<file path="src/rtl/alu_mc_pkg.sv">
// alu_mc_pkg: opcode map and FSM state type shared by the alu_mc slice.
package alu_mc_pkg;
  localparam logic [3:0] OP_HLT = 4'd0;
  localparam logic [3:0] OP_SKZ = 4'd1;
  localparam logic [3:0] OP_ADD = 4'd2;
  localparam logic [3:0] OP_AND = 4'd3;
  localparam logic [3:0] OP_XOR = 4'd4;
  localparam logic [3:0] OP_LDA = 4'd5;
  localparam logic [3:0] OP_STO = 4'd6;
  localparam logic [3:0] OP_JMP = 4'd7;
  localparam logic [3:0] OP_SUB = 4'd8;
  localparam logic [3:0] OP_OR  = 4'd9;
  localparam logic [3:0] OP_SHL = 4'd10;
  localparam logic [3:0] OP_SHR = 4'd11;
  localparam logic [3:0] OP_MUL = 4'd12;
  typedef enum logic {IDLE, BUSY} state_t;
endpackage

</file>
<file path="src/rtl/alu_mc_mul.sv">
// alu_mc_mul: iterative shift-add multiplier, one multiplier bit per cycle.
module alu_mc_mul #(
  parameter int WIDTH = 8
) (
  input  logic               clk,
  input  logic               reset,
  input  logic               start,
  input  logic [WIDTH-1:0]   a,
  input  logic [WIDTH-1:0]   b,
  output logic               done,
  output logic [2*WIDTH-1:0] product
);
  localparam int CW = $clog2(WIDTH) + 1;
  logic [2*WIDTH-1:0] mcand, acc;
  logic [WIDTH-1:0] mplier;
  logic [CW-1:0] cnt;
  // product is the accumulator after the current iteration, so the caller can
  // commit it on the same edge as the final step
  assign product = acc + (mplier[0] ? mcand : '0);
  assign done = cnt == CW'(1);
  always_ff @(posedge clk or posedge reset)
    if (reset) begin
      mcand  <= '0;
      mplier <= '0;
      acc    <= '0;
      cnt    <= '0;
    end else if (start) begin
      mcand  <= {{WIDTH{1'b0}}, a};
      mplier <= b;
      acc    <= '0;
      cnt    <= CW'(WIDTH);
    end else if (cnt != '0) begin
      acc    <= product;
      mcand  <= mcand << 1;
      mplier <= mplier >> 1;
      cnt    <= cnt - CW'(1);
    end
endmodule

</file>
<file path="src/rtl/alu_mc.sv">
// alu_mc: handshaked accumulator ALU with single-cycle ops and iterative MUL.
module alu_mc
  import alu_mc_pkg::*;
#(
  parameter int WIDTH  = 8,
  parameter bit MUL_EN = 1
) (
  input  logic             clk,
  input  logic             reset,
  input  logic             in_valid,
  output logic             in_ready,
  input  logic [3:0]       opcode,
  input  logic [WIDTH-1:0] accum,
  input  logic [WIDTH-1:0] data,
  output logic             out_valid,
  output logic [WIDTH-1:0] alu_out,
  output logic             zero,
  output logic             carry
);
  localparam int SW = $clog2(WIDTH);
  state_t state, state_next;
  logic accept, is_mul, mul_done, cy;
  logic [2*WIDTH-1:0] product;
  logic [WIDTH-1:0] res;
  logic [SW-1:0] n;
  logic [WIDTH:0] sum, dif, shl, shr;
  assign in_ready = state == IDLE && !reset;
  assign accept = in_valid && in_ready;
  assign is_mul = MUL_EN && opcode == OP_MUL;
  assign n = data[SW-1:0];
  assign sum = {1'b0, accum} + {1'b0, data};
  assign dif = {1'b0, accum} - {1'b0, data};
  // the extra bit on each shift catches the last bit shifted out
  assign shl = {1'b0, accum} << n;
  assign shr = {accum, 1'b0} >> n;
  always_comb begin
    res = accum;
    cy = 1'b0;
    case (opcode)
      OP_ADD: {cy, res} = sum;
      OP_AND: res = accum & data;
      OP_XOR: res = accum ^ data;
      OP_LDA: res = data;
      OP_SUB: {cy, res} = dif;
      OP_OR:  res = accum | data;
      OP_SHL: {cy, res} = shl;
      OP_SHR: {res, cy} = shr;
      default: ;
    endcase
  end
  always_comb
    state_next = state == IDLE ? (accept && is_mul ? BUSY : IDLE) : (mul_done ? IDLE : BUSY);
  always_ff @(posedge clk or posedge reset)
    if (reset) state <= IDLE;
    else state <= state_next;
  always_ff @(posedge clk or posedge reset)
    if (reset) begin
      alu_out   <= '0;
      zero      <= 1'b1;
      carry     <= 1'b0;
      out_valid <= 1'b0;
    end else begin
      out_valid <= 1'b0;
      if (accept && !is_mul) begin
        alu_out   <= res;
        zero      <= res == '0;
        carry     <= cy;
        out_valid <= 1'b1;
      end else if (state == BUSY && mul_done) begin
        alu_out   <= product[WIDTH-1:0];
        zero      <= product[WIDTH-1:0] == '0;
        carry     <= |product[2*WIDTH-1:WIDTH];
        out_valid <= 1'b1;
      end
    end
  if (MUL_EN) begin : g_mul
    alu_mc_mul #(.WIDTH(WIDTH)) u_mul (
      .clk(clk),
      .reset(reset),
      .start(accept && is_mul),
      .a(accum),
      .b(data),
      .done(mul_done),
      .product(product)
    );
  end else begin : g_nomul
    assign mul_done = 1'b0;
    assign product = '0;
  end
endmodule

</file>
<file path="config.mk">
export PLATFORM = sky130hd
export DESIGN_NAME = alu_mc
export DESIGN_NICKNAME = d
export VERILOG_FILES = /design/src/rtl/alu_mc_pkg.sv /design/src/rtl/alu_mc_mul.sv /design/src/rtl/alu_mc.sv
export SDC_FILE = /design/constraint.sdc
export NUM_CORES = 1
export LEC_CHECK = 0
export ABC_AREA = 0
export BUFFER_PORTS_ARGS = -buffer_cell sky130_fd_sc_hd__buf_2
export CORE_UTILIZATION = 60
export DETAILED_ROUTE_END_ITERATION = 8
export GPL_ROUTABILITY_DRIVEN = 0
export PLACE_DENSITY = 0.78
export SETUP_SLACK_MARGIN = 0.1
export SKIP_LAST_GASP = 1
export SYNTH_ARGS = -nofsm -noshare
export SYNTH_HDL_FRONTEND = slang
export SYNTH_HIERARCHICAL = 1
export SYNTH_SLANG_ARGS = --single-unit
</file>
<file path="constraint.sdc">
create_clock -name clk -period 3.4 [get_ports clk]
set_input_delay 0.68 -clock clk [delete_from_list [all_inputs] [get_ports clk]]
set_output_delay 0.68 -clock clk [all_outputs]
set_load 0.03 [all_outputs]
</file>
==> metrics.txt, run 1 <==
# TYPE chip_impl_metric gauge
chip_impl_metric{name="cts.hold.buffers_added",unit=""} 0
chip_impl_metric{name="area.growth.synth_to_final",unit="%"} 9.76
chip_impl_metric{name="clk_transition_reported_paths",unit="ps"} 100
chip_impl_info{name="cts_tree",value="built"} 1
chip_impl_metric{name="dp_hpwl",unit="mm"} 12.4
chip_impl_metric{name="design_area",unit="mm2"} 0.00620
chip_impl_metric{name="fin_skew",unit="ps"} 15.0
chip_impl_metric{name="cpPeakStageDelay",unit="ps"} 450
chip_impl_metric{name="global_route_wire_length_before_repair",unit="mm"} 27.3
chip_impl_metric{name="worst_pin_slew",unit="ps"} 1120
chip_impl_metric{name="timing.critical_path.buf_inv",unit=""} 1
chip_impl_metric{name="grt_antenna_before_repair",unit=""} 0
chip_impl_metric{name="globalRoute.totalOverflow",unit=""} 0
chip_impl_metric{name="floorplan.io_pins",unit=""} 35
chip_impl_metric{name="postLayoutCoreUtil",unit="%"} 67.5
chip_impl_metric{name="worst-endpoint-required",unit="ps"} 3600
chip_impl_info{name="postSynth.topFlopCell",value="sky130_fd_sc_hd__dfrtp_1"} 1
chip_impl_info{name="critPathSlowestCell",value="sky130_fd_sc_hd__dfrtp_2"} 1
chip_impl_metric{name="power.density",unit="mW/mm2"} 479
chip_impl_metric{name="routed_wirelength",unit="mm"} 16.5
chip_impl_metric{name="initial_core_util",unit="%"} 61.5
chip_impl_metric{name="synthCells",unit=""} 700
chip_impl_metric{name="multi_input_comb_area",unit="mm2"} 0.00397
chip_impl_metric{name="nets",unit=""} 799
chip_impl_metric{name="postSynthNetCount",unit=""} 769
chip_impl_metric{name="via_count",unit=""} 5644
chip_impl_metric{name="synth_cell_types",unit=""} 86
chip_impl_metric{name="largest_net_degree_at_the_start_of_global_routing",unit=""} 49
chip_impl_metric{name="drt.antenna.violating_nets",unit=""} 0
chip_impl_info{name="clock-root-buffer",value="sky130_fd_sc_hd__clkbuf_8"} 1
chip_impl_metric{name="drt_iter0_markers",unit=""} 442
chip_impl_info{name="critPathLaunchType",value="flop"} 1
chip_impl_metric{name="synth.avg_cell_area",unit="um2"} 8.07
chip_impl_metric{name="max_cap_violations",unit=""} 0
chip_impl_metric{name="die_width",unit="um"} 99.1
chip_impl_metric{name="post-route-period-util",unit="%"} 93.9
chip_impl_metric{name="rows",unit=""} 35
chip_impl_metric{name="final_hold_viol_count",unit=""} 0
chip_impl_metric{name="cts_max_level",unit=""} 2
chip_impl_metric{name="swShare",unit="%"} 43.1
chip_impl_metric{name="total_of_endpoints_with_negative_setup_slack_in_the_final_report",unit=""} 0
chip_impl_info{name="rsz0062_at_grt",value="false"} 1
chip_impl_metric{name="post_route_insts_no_fill",unit=""} 842
chip_impl_metric{name="dr.pass1.iters",unit=""} 5
chip_impl_info{name="run_status",value="complete, no violations"} 1
chip_impl_metric{name="total_switching_power",unit="mW"} 1.28
chip_impl_metric{name="sequential_share_of_power",unit="%"} 34.9
chip_impl_metric{name="async_reset_ff_share",unit="%"} 100
chip_impl_metric{name="route.detailed.vias_per_inst",unit=""} 6.70
chip_impl_metric{name="placement.io_buffers",unit=""} 34
chip_impl_metric{name="cts.sink_count",unit=""} 56
chip_impl_metric{name="synth-seq-cells",unit=""} 56
chip_impl_metric{name="worstPathArrival",unit="ps"} 3390
chip_impl_metric{name="power.clock.fraction",unit="%"} 14.4
chip_impl_metric{name="sequential_cell_area",unit="mm2"} 0.00140
chip_impl_metric{name="max-slew-margin-rel",unit="%"} 24.9
chip_impl_metric{name="post_synth_top_area_share",unit="%"} 24.4
chip_impl_info{name="worst_setup_end_kind",value="flop"} 1
chip_impl_metric{name="critical_path.max_fanout",unit=""} 7
chip_impl_metric{name="fin_crit",unit="ps"} 3190
chip_impl_metric{name="total_leakage_power",unit="nW"} 2.82
chip_impl_info{name="top_area_cells_in_the_synthesized_netlist",value="sky130_fd_sc_hd__dfrtp_1 24%, sky130_fd_sc_hd__ha_1 9.5%, sky130_fd_sc_hd__nand2_1 6.5%, sky130_fd_sc_hd__mux2i_1 5.1%, sky130_fd_sc_hd__a21oi_1 4.3%"} 1
chip_impl_info{name="family_with_the_most_delay_on_the_worst_path",value="compound AO/OA/AOI/OAI gates"} 1
chip_impl_metric{name="number_of_global_route_vias_before_repair",unit=""} 5604
chip_impl_info{name="synth_top_area_cell",value="sky130_fd_sc_hd__dfrtp_1"} 1
chip_impl_metric{name="power_report.internal_total",unit="mW"} 1.69
chip_impl_metric{name="dieArea",unit="mm2"} 0.00981
chip_impl_info{name="holdCritPathClass",value="primary input to asynchronous set/reset pin"} 1
chip_impl_metric{name="area_inside_the_core_boundary",unit="mm2"} 0.00920
chip_impl_metric{name="mappedNetlistArea",unit="mm2"} 0.00565
chip_impl_metric{name="dpl.cell_count",unit=""} 827
chip_impl_metric{name="cts_buffers",unit=""} 5
chip_impl_metric{name="insertedDiodeCount",unit=""} 0
chip_impl_metric{name="maxClockFrequency",unit="MHz"} 313
chip_impl_metric{name="synthesis.yosys.warnings",unit=""} 6
chip_impl_metric{name="wl_per_cell",unit="um"} 19.6
chip_impl_info{name="worst-setup-path-type",value="flop to flop"} 1
chip_impl_metric{name="die_height",unit="um"} 99.1
chip_impl_metric{name="yosysSeqAreaShare",unit="%"} 24.8
chip_impl_metric{name="worstSetupPathDepth",unit=""} 13
chip_impl_info{name="ordered_cell_list_for_the_critical_path",value="and2_4 > ha_1 > a21o_1 > and4_4 > o211a_4 > a311oi_4 > buf_4 > xnor2_1 > nor4_2 > a31oi_1 > a311o_1 > a211oi_2 > a21oi_1"} 1
chip_impl_metric{name="final-max-slew-violation-count",unit=""} 0
chip_impl_metric{name="synth-edff-count",unit=""} 0
chip_impl_metric{name="clock_latency",unit="ps"} 310
chip_impl_metric{name="fillers",unit=""} 743
chip_impl_metric{name="grtUsageTotal",unit="%"} 34.7
chip_impl_metric{name="combinationalPowerShare",unit="%"} 50.7
chip_impl_metric{name="final_layout_size_suffix_gt1_share",unit="%"} 16.7
chip_impl_metric{name="max-clock-path-buffers",unit=""} 2
chip_impl_metric{name="cells_on_worst_reg2reg_path",unit=""} 13
chip_impl_metric{name="drc_errors",unit=""} 0
chip_impl_metric{name="vdd_drop_max",unit="mV"} 0.236
chip_impl_metric{name="dpl_cell_area",unit="mm2"} 0.00594
[cells by family (layout without fill, tap and decap cells)]
group	after synthesis	after routing	synth area share (%)
AOI/OAI and AO/OA	189	189	22.5
xor gates and xnor gates	20	20	3.10
adders and majority gates	46	46	10.6
buffers and inverters	83	114	6.75
DFF	56	56	24.8
muxes	40	40	8.52
and+or+nand+nor	266	266	23.7
[power by group through the flow]
stage                     registers, mW  logic, mW  clock network, mW
after floorplan                    1.11      0.965                  0
after global placement             1.03       1.38                  0
after detailed placement           1.04       1.43                  0
after CTS                          1.03       1.46              0.437
after global routing               1.06       1.64              0.460
final                              1.04       1.51              0.427
[layout make-up]
cell class	count	area share (%)
Clock inverter	1	0.484
Timing Repair Buffer	69	7.18
Sequential cell	56	22.6
Inverter	37	2.24
Tap cell	111	2.24
Clock buffer	7	1.23
Multi-Input combinational cell	561	64.0
[cell usage after synthesis, types with 4 or more instances]
master / count
sky130_fd_sc_hd__a211oi_1: 6
sky130_fd_sc_hd__a21o_1: 11
sky130_fd_sc_hd__a21oi_1: 49
sky130_fd_sc_hd__a31oi_1: 10
sky130_fd_sc_hd__and2_1: 21
sky130_fd_sc_hd__and3_1: 4
sky130_fd_sc_hd__buf_2: 17
sky130_fd_sc_hd__buf_4: 7
sky130_fd_sc_hd__clkbuf_1: 17
sky130_fd_sc_hd__dfrtp_1: 55
sky130_fd_sc_hd__ha_1: 43
sky130_fd_sc_hd__inv_1: 34
sky130_fd_sc_hd__mux2_1: 4
sky130_fd_sc_hd__mux2i_1: 29
sky130_fd_sc_hd__mux4_2: 6
sky130_fd_sc_hd__nand2_1: 98
sky130_fd_sc_hd__nand2b_1: 4
sky130_fd_sc_hd__nand3_1: 22
sky130_fd_sc_hd__nand4_1: 8
sky130_fd_sc_hd__nor2_1: 45
sky130_fd_sc_hd__nor3_1: 17
sky130_fd_sc_hd__nor3b_1: 5
sky130_fd_sc_hd__nor4_1: 7
sky130_fd_sc_hd__o2111ai_1: 5
sky130_fd_sc_hd__o211ai_1: 9
sky130_fd_sc_hd__o21ai_0: 33
sky130_fd_sc_hd__o21ai_1: 11
sky130_fd_sc_hd__o22ai_1: 5
sky130_fd_sc_hd__o31a_1: 4
sky130_fd_sc_hd__o31ai_1: 4
sky130_fd_sc_hd__or3_1: 7
sky130_fd_sc_hd__xnor2_1: 17
[per-stage QoR]
stage                     hold slack (ps)  setup WS (ps)  power [mW]  TNS, ps
after floorplan                       484            234        2.07        0
after CTS                             377            124        2.92        0
after detailed placement              491          -12.7        2.47    -12.7
after global routing                  396           94.3        3.16        0
final                                 384            206        2.97        0
after global placement                496            104        2.42        0
[placed cells by master, fill, tap and decap left out, types with 10 or more instances in the layout]
cell / n
sky130_fd_sc_hd__xnor2_1: 17
sky130_fd_sc_hd__inv_1: 32
sky130_fd_sc_hd__o21ai_1: 10
sky130_fd_sc_hd__a21o_1: 11
sky130_fd_sc_hd__a21oi_1: 47
sky130_fd_sc_hd__buf_2: 34
sky130_fd_sc_hd__ha_1: 37
sky130_fd_sc_hd__nor3_1: 16
sky130_fd_sc_hd__nand3_1: 21
sky130_fd_sc_hd__nand2_1: 97
sky130_fd_sc_hd__nor2_1: 45
sky130_fd_sc_hd__buf_4: 34
sky130_fd_sc_hd__o21ai_0: 33
sky130_fd_sc_hd__and2_1: 20
sky130_fd_sc_hd__dfrtp_1: 54
sky130_fd_sc_hd__mux2i_1: 29
[flip-flops by register name, summed over array words and instances, names as in the netlist]
register / count
g_mul.u_mul/acc: 16
g_mul.u_mul/mcand: 16
alu_out: 8
g_mul.u_mul/mplier: 8
g_mul.u_mul/cnt: 4
carry: 1
out_valid: 1
state: 1
zero: 1
[routing by layer]
metal | share of wire (%) | GRT usage, % | vias up | routed length [um]
met5 | 0 | 0 | - | 0
met2 | 51 | 61.4 | 294 | 8340
met3 | 6.9 | 3.90 | 76 | 1130
met4 | 5.8 | 20.4 | 0 | 952
met1 | 37 | 40.7 | 2688 | 6070
li1 | - | - | 2586 | -
[worst register-to-register path: stages, from the launching register on]
cell and delay [ps]:
sky130_fd_sc_hd__dfrtp_2 450, sky130_fd_sc_hd__and2_4 160, sky130_fd_sc_hd__ha_1 270, sky130_fd_sc_hd__a21o_1 170, sky130_fd_sc_hd__and4_4 200, sky130_fd_sc_hd__o211a_4 250, sky130_fd_sc_hd__a311oi_4 290, sky130_fd_sc_hd__buf_4 180
sky130_fd_sc_hd__xnor2_1 90, sky130_fd_sc_hd__nor4_2 330, sky130_fd_sc_hd__a31oi_1 180, sky130_fd_sc_hd__a311o_1 310, sky130_fd_sc_hd__a211oi_2 140, sky130_fd_sc_hd__a21oi_1 80
[repair_timing]
item,4_1_cts,5_1_grt
gates cloned,0,0
setup endpoints to repair,1,1
gates resized for setup,10,12
buffers inserted,2,5
pin swaps,5,11
[path summary, 6_finish.rpt]
check,start,slack [ps],end
worst max-delay path,g_mul.u_mul/mplier[0],210,carry
worst min-delay path,reset,380,g_mul.u_mul/acc[9]
worst max register to register,g_mul.u_mul/mplier[0],210,carry
worst min register to register,alu_out[0],520,alu_out[0]
max in group asynchronous,reset,2270,g_mul.u_mul/mplier[0]
min in group clk,alu_out[0],520,alu_out[0]
Note: power is estimated with default switching activity, not from simulation.
==> inputs of run 2 (changes only) <==
--- a/config.mk
+++ b/config.mk
@@ -10,7 +10,7 @@
 export CORE_UTILIZATION = 60
 export DETAILED_ROUTE_END_ITERATION = 8
 export GPL_ROUTABILITY_DRIVEN = 0
-export PLACE_DENSITY = 0.78
+export PLACE_DENSITY = 0.88
 export SETUP_SLACK_MARGIN = 0.1
 export SKIP_LAST_GASP = 1
 export SYNTH_ARGS = -nofsm -noshare
==> run 2 against run 1 <==
Final area is 0.91% higher. Count of clock-buffer cells in the layout decreased by 2. Final cell count stayed put. Total power is 4.3% higher. Die area did not move. Combinational power is 5% higher. Clock power up 12%. Critical path type unchanged. Largest cell class unchanged. Largest power group unchanged.
==> metrics.txt, run 2 (synthesis gave the netlist of run 1 again) <==
# TYPE chip_impl_metric gauge
chip_impl_info{name="run_status",value="complete, no violations"} 1
chip_impl_metric{name="cts_buffers",unit=""} 5
chip_impl_metric{name="clock_latency",unit="ps"} 320
chip_impl_metric{name="die_width",unit="um"} 99.1
chip_impl_metric{name="final_hold_viol_count",unit=""} 0
chip_impl_metric{name="grtUsageTotal",unit="%"} 33.6
chip_impl_metric{name="worstPathArrival",unit="ps"} 3560
chip_impl_metric{name="worst-endpoint-required",unit="ps"} 3600
chip_impl_info{name="holdCritPathClass",value="primary input to asynchronous set/reset pin"} 1
chip_impl_metric{name="cts.sink_count",unit=""} 56
chip_impl_metric{name="die_height",unit="um"} 99.1
chip_impl_metric{name="area_inside_the_core_boundary",unit="mm2"} 0.00920
chip_impl_metric{name="number_of_global_route_vias_before_repair",unit=""} 5370
chip_impl_metric{name="timing.final.ws_setup",unit="ps"} 42.0
chip_impl_metric{name="area.growth.synth_to_final",unit="%"} 10.8
chip_impl_metric{name="cts_max_level",unit=""} 2
chip_impl_metric{name="via_count",unit=""} 5868
chip_impl_metric{name="dp_hpwl",unit="mm"} 11.7
chip_impl_metric{name="nets",unit=""} 799
chip_impl_metric{name="fin_skew",unit="ps"} 7.48
chip_impl_info{name="biggestRegsByFlops",value="g_mul.u_mul/acc: 16 flops, g_mul.u_mul/mcand: 16 flops"} 1
chip_impl_metric{name="placement.io_buffers",unit=""} 34
chip_impl_metric{name="rows",unit=""} 35
chip_impl_metric{name="drc_errors",unit=""} 0
chip_impl_metric{name="total_leakage_power",unit="nW"} 2.83
chip_impl_metric{name="groute.layer.met2.usage",unit="%"} 52.4
chip_impl_info{name="critPathLaunchType",value="flop"} 1
chip_impl_metric{name="clk_transition_reported_paths",unit="ps"} 120
chip_impl_metric{name="power.density",unit="mW/mm2"} 495
chip_impl_metric{name="design_area",unit="mm2"} 0.00626
chip_impl_metric{name="global_route_wire_length_before_repair",unit="mm"} 26.4
chip_impl_metric{name="fin_crit",unit="ps"} 3360
chip_impl_info{name="worst-setup-path-type",value="flop to flop"} 1
chip_impl_metric{name="worst_pin_slew",unit="ps"} 921
chip_impl_metric{name="global_route.usage.met3",unit="%"} 7.23
chip_impl_metric{name="routed_wirelength",unit="mm"} 17.2
chip_impl_metric{name="total_of_endpoints_with_negative_setup_slack_in_the_final_report",unit=""} 0
chip_impl_metric{name="vdd_drop_max",unit="mV"} 0.385
chip_impl_metric{name="critical_path.max_fanout",unit=""} 5
chip_impl_info{name="cts_tree",value="built"} 1
chip_impl_metric{name="dr.pass1.iters",unit=""} 8
chip_impl_metric{name="grt_antenna_before_repair",unit=""} 0
chip_impl_metric{name="use_met1",unit="%"} 45.5
chip_impl_metric{name="maxClockFrequency",unit="MHz"} 298
chip_impl_metric{name="insertedDiodeCount",unit=""} 0
chip_impl_info{name="clock-root-buffer",value="sky130_fd_sc_hd__clkbuf_8"} 1
chip_impl_metric{name="dieArea",unit="mm2"} 0.00981
chip_impl_info{name="worst_setup_end_kind",value="flop"} 1
chip_impl_metric{name="wl_per_cell",unit="um"} 20.5
chip_impl_metric{name="final_layout_size_suffix_gt1_share",unit="%"} 17.2
chip_impl_metric{name="drt_iter0_markers",unit=""} 873
chip_impl_metric{name="max-slew-margin-rel",unit="%"} 38.6
chip_impl_metric{name="largest_net_degree_at_the_start_of_global_routing",unit=""} 50
chip_impl_metric{name="max_cap_violations",unit=""} 0
chip_impl_metric{name="dpl_cell_area",unit="mm2"} 0.00590
chip_impl_metric{name="max-clock-path-buffers",unit=""} 2
chip_impl_metric{name="floorplan.io_pins",unit=""} 35
chip_impl_info{name="rsz0062_at_grt",value="true"} 1
chip_impl_metric{name="setup_tns",unit="ps"} 0
chip_impl_metric{name="globalRoute.totalOverflow",unit=""} 0
chip_impl_metric{name="pre_cts_setup_slack",unit="ps"} 33.2
chip_impl_info{name="global_route.peak_usage_layer",value="met2"} 1
chip_impl_metric{name="post-route-period-util",unit="%"} 98.8
chip_impl_metric{name="route.detailed.vias_per_inst",unit=""} 6.97
chip_impl_metric{name="fillers",unit=""} 682
chip_impl_info{name="mostFrequentLayoutCells",value="98 x sky130_fd_sc_hd__nand2_1, 55 x sky130_fd_sc_hd__dfrtp_1, 47 x sky130_fd_sc_hd__a21oi_1"} 1
chip_impl_metric{name="cts.hold.buffers_added",unit=""} 0
chip_impl_metric{name="drt.antenna.violating_nets",unit=""} 0
chip_impl_metric{name="final-max-slew-violation-count",unit=""} 0
chip_impl_metric{name="initial_core_util",unit="%"} 61.5
chip_impl_info{name="final_common_cell",value="sky130_fd_sc_hd__nand2_1"} 1
==> run 2: what timing repair did <==
action,CTS,global route
buffers inserted,2,10
setup endpoints to repair,1,1
resized for setup,5,20
pin swaps,5,15
==> run 2: path summary, 6_finish.rpt <==
kind	end	startpoint	slack, ps	depth (start not counted)
max	carry	g_mul.u_mul/mplier[0]	40	15
min	alu_out[5]	reset	380	2
max reg2reg	carry	g_mul.u_mul/mplier[0]	40	15
min reg2reg	g_mul.u_mul/mcand[15]	g_mul.u_mul/mcand[15]	540	2
max in group asynchronous	g_mul.u_mul/mcand[8]	reset	2230	3
min in group clk	g_mul.u_mul/mcand[15]	g_mul.u_mul/mcand[15]	540	2
==> run 2: worst max-delay path: stages (launching register included) <==
cell and delay, ps:
sky130_fd_sc_hd__dfrtp_1 410, sky130_fd_sc_hd__buf_6 130, sky130_fd_sc_hd__and2_1 140, sky130_fd_sc_hd__ha_2 200
sky130_fd_sc_hd__fa_2 380, sky130_fd_sc_hd__a21oi_4 200, sky130_fd_sc_hd__o211ai_1 200, sky130_fd_sc_hd__nand2_1 150
sky130_fd_sc_hd__o21ai_1 110, sky130_fd_sc_hd__nor2_1 150, sky130_fd_sc_hd__xnor2_1 100, sky130_fd_sc_hd__nor4_2 290
sky130_fd_sc_hd__a31oi_2 170, sky130_fd_sc_hd__a311o_1 370, sky130_fd_sc_hd__a211oi_2 160, sky130_fd_sc_hd__a21oi_1 90
==> run 2: layer usage <==
layer / wire length [um] / share of wire, % / up-vias
met5: 0 / 0 / -
met4: 894 / 5.2 / 0
met3: 2080 / 12 / 110
met2: 7780 / 45 / 461
met1: 6470 / 38 / 2707
li1: - / - / 2590
==> run 2: through the flow <==
step                      cells  power [mW]  utilization [%]  hold WS [ps]
after floorplan             700        2.07                -           484
after global placement      822        2.39             64.2           470
after detailed placement    822        2.46             64.2           488
after CTS                   832        2.95             65.9           383
after global routing        842        3.24             68.1           398
final                       842        3.10             68.1           378
==> run 2: cell type report <==
type                    instances  area [um2]  area share, %
multi-input cells             561        4010           64.1
flip-flops and latches         56        1400           22.4
repair buffers                 69         449           7.18
inverters                      37         139           2.22
well taps                     111         139           2.22
clock buffers                   5        68.8           1.10
clock inverters                 3        50.0          0.800
==> run 2: power by group <==
group          internal, mW  switching [mW]  total (mW)
clock network         0.228           0.250       0.478
logic                 0.593           0.987        1.58
registers             0.878           0.163        1.04
==> inputs of run 3 (changes only) <==
--- a/config.mk
+++ b/config.mk
@@ -10,6 +10,7 @@
 export CORE_UTILIZATION = 60
 export DETAILED_ROUTE_END_ITERATION = 8
 export GPL_ROUTABILITY_DRIVEN = 0
+export MAX_ROUTING_LAYER = met4
 export PLACE_DENSITY = 0.88
 export SETUP_SLACK_MARGIN = 0.1
 export SKIP_LAST_GASP = 1
==> run 3 against run 2 <==
Final area stayed put. Non-clock buffer count stayed put. Hold slack worse by 8.4 ps.
==> metrics.txt, run 3 (synthesis gave the netlist of run 1 again) <==
# TYPE chip_impl_metric gauge
chip_impl_info{name="worst-setup-path-type",value="flop to flop"} 1
chip_impl_metric{name="cpPeakStageDelay",unit="ps"} 410
chip_impl_metric{name="power.density",unit="mW/mm2"} 494
chip_impl_info{name="run_status",value="complete, no violations"} 1
chip_impl_metric{name="global_route_wire_length_before_repair",unit="mm"} 26.4
chip_impl_info{name="biggestRegsByFlops",value="g_mul.u_mul/acc: 16 flops, g_mul.u_mul/mcand: 16 flops"} 1
chip_impl_metric{name="pre_cts_setup_slack",unit="ps"} 33.2
chip_impl_metric{name="sequential_cell_area",unit="mm2"} 0.00140
chip_impl_metric{name="area_inside_the_core_boundary",unit="mm2"} 0.00920
chip_impl_metric{name="largest_net_degree_at_the_start_of_global_routing",unit=""} 50
chip_impl_metric{name="critical_path.max_fanout",unit=""} 5
chip_impl_metric{name="grt_antenna_before_repair",unit=""} 0
chip_impl_metric{name="dieArea",unit="mm2"} 0.00981
chip_impl_metric{name="max-clock-path-buffers",unit=""} 2
chip_impl_metric{name="clock_latency",unit="ps"} 320
chip_impl_metric{name="post-route-period-util",unit="%"} 98.8
chip_impl_metric{name="cts_buffers",unit=""} 5
chip_impl_metric{name="worst-endpoint-required",unit="ps"} 3600
chip_impl_metric{name="placement.io_buffers",unit=""} 34
chip_impl_metric{name="area.growth.synth_to_final",unit="%"} 10.8
chip_impl_info{name="cts_tree",value="built"} 1
chip_impl_metric{name="cts_max_level",unit=""} 2
chip_impl_metric{name="wl_per_cell",unit="um"} 20.4
chip_impl_metric{name="maxClockFrequency",unit="MHz"} 298
chip_impl_info{name="final_common_cell",value="sky130_fd_sc_hd__nand2_1"} 1
chip_impl_metric{name="multi_input_comb_area",unit="mm2"} 0.00401
chip_impl_metric{name="final_hold_viol_count",unit=""} 0
chip_impl_metric{name="final_layout_size_suffix_gt1_share",unit="%"} 17.2
chip_impl_metric{name="fin_crit",unit="ps"} 3360
chip_impl_metric{name="drt_iter0_markers",unit=""} 980
chip_impl_metric{name="route.detailed.vias_per_inst",unit=""} 6.95
chip_impl_info{name="rsz0062_at_grt",value="true"} 1
chip_impl_metric{name="design_power_total",unit="mW"} 3.10
chip_impl_metric{name="cts.sink_count",unit=""} 56
chip_impl_metric{name="worstPathArrival",unit="ps"} 3560
chip_impl_info{name="worst_setup_end_kind",value="flop"} 1
chip_impl_metric{name="die_height",unit="um"} 99.1
chip_impl_metric{name="grtUsageTotal",unit="%"} 34.6
chip_impl_metric{name="worst_pin_slew",unit="ps"} 923
chip_impl_metric{name="dr.pass1.iters",unit=""} 6
chip_impl_metric{name="routed_wirelength",unit="mm"} 17.2
chip_impl_metric{name="vdd_drop_max",unit="mV"} 0.382
chip_impl_metric{name="die_width",unit="um"} 99.1
chip_impl_metric{name="cts.hold.buffers_added",unit=""} 0
chip_impl_info{name="ordered_cell_list_for_the_critical_path",value="buf_6 > and2_1 > ha_2 > fa_2 > a21oi_4 > o211ai_1 > nand2_1 > o21ai_1 > nor2_1 > xnor2_1 > nor4_2 > a31oi_2 > a311o_1 > a211oi_2 > a21oi_1"} 1
chip_impl_info{name="critPathLaunchType",value="flop"} 1
chip_impl_metric{name="timing.final.ws_setup",unit="ps"} 42.5
chip_impl_metric{name="final-max-slew-violation-count",unit=""} 0
chip_impl_metric{name="globalRoute.totalOverflow",unit=""} 0
chip_impl_info{name="clock-root-buffer",value="sky130_fd_sc_hd__clkbuf_8"} 1
chip_impl_metric{name="total_of_endpoints_with_negative_setup_slack_in_the_final_report",unit=""} 0
chip_impl_info{name="holdCritPathClass",value="primary input to asynchronous set/reset pin"} 1
chip_impl_metric{name="max-slew-margin-rel",unit="%"} 38.3
chip_impl_info{name="critPathSlowestCell",value="sky130_fd_sc_hd__dfrtp_1"} 1
chip_impl_metric{name="cells_on_worst_reg2reg_path",unit=""} 15
chip_impl_metric{name="clk_transition_reported_paths",unit="ps"} 120
chip_impl_metric{name="fillers",unit=""} 682
chip_impl_metric{name="fin_skew",unit="ps"} 8.91
chip_impl_metric{name="initial_core_util",unit="%"} 61.5
chip_impl_metric{name="insertedDiodeCount",unit=""} 0
chip_impl_metric{name="total_leakage_power",unit="nW"} 2.83
chip_impl_metric{name="drt.antenna.violating_nets",unit=""} 0
chip_impl_metric{name="drc_errors",unit=""} 0
chip_impl_metric{name="floorplan.io_pins",unit=""} 35
chip_impl_metric{name="nets",unit=""} 799
chip_impl_info{name="mostFrequentLayoutCells",value="98 x sky130_fd_sc_hd__nand2_1, 55 x sky130_fd_sc_hd__dfrtp_1, 47 x sky130_fd_sc_hd__a21oi_1"} 1
chip_impl_metric{name="rows",unit=""} 35
chip_impl_metric{name="dp_hpwl",unit="mm"} 11.7
chip_impl_metric{name="number_of_global_route_vias_before_repair",unit=""} 5372
chip_impl_metric{name="final_hold_slack",unit="ps"} 370
chip_impl_metric{name="max_cap_violations",unit=""} 0
chip_impl_metric{name="via_count",unit=""} 5849
==> run 3: where the power goes <==
part | total (mW) | internal (mW) | switching, mW
combinational | 1.58 | 0.593 | 0.985
sequential | 1.04 | 0.878 | 0.162
clock | 0.478 | 0.228 | 0.250
total | 3.10 | 1.70 | 1.40
==> run 3: worst max-delay path: cells and delay by family, from the launching register on <==
kind                     cells  cell delay (ps)
AND/OR/NAND/NOR              4              720
XOR/XNOR                     1              100
buffers and inverters        1              130
AO/OA/AOI/OAI                7             1290
adder cells (fa/ha/maj)      2              580
flip-flops                   1              410
==> run 3: stage by stage <==
stage	std cells	setup TNS, ps	utilization [%]	cell area, um2
after detailed placement	822	0	64.2	5900
after global routing	842	-69.2	68.1	6260
after floorplan	700	0	-	5650
final	842	0	68.1	6260
after global placement	822	0	64.2	5900
after CTS	832	0	65.9	6060
==> run 3: layout make-up <==
class	instances	area share [%]
clock buffer	5	1.10
clock inverter	3	0.800
inverter	37	2.22
multi-input combinational	561	64.1
sequential	56	22.4
tap	111	2.22
timing repair buffer	69	7.18
==> run 3: metal layers <==
| layer | global-route usage (%) | vias to the layer above | share of wire [%] |
|---|---|---|---|
| met3 | 7.02 | 118 | 11 |
| met4 | 13.5 | 0 | 4.9 |
| met2 | 52.3 | 444 | 45 |
| met5 | - | - | 0 |
| li1 | - | 2592 | - |
| met1 | 45.5 | 2695 | 39 |
==> run 3: path summary, 6_finish.rpt <==
| path | start | end | slack, ps |
|---|---|---|---|
| max | g_mul.u_mul/mplier[0] | carry | 40 |
| min reg2reg | g_mul.u_mul/mplier[7] | g_mul.u_mul/mplier[7] | 540 |
| min | reset | out_valid | 370 |
| max in group asynchronous | reset | g_mul.u_mul/mcand[8] | 2230 |
| max reg2reg | g_mul.u_mul/mplier[0] | carry | 40 |
| min in group clk | g_mul.u_mul/mplier[7] | g_mul.u_mul/mplier[7] | 540 |
==> run 3: timing repair <==
item / CTS / global route
setup buffers: 2 / 10
gates resized for setup: 5 / 20
setup endpoints to repair: 1 / 1
pin swaps: 5 / 15
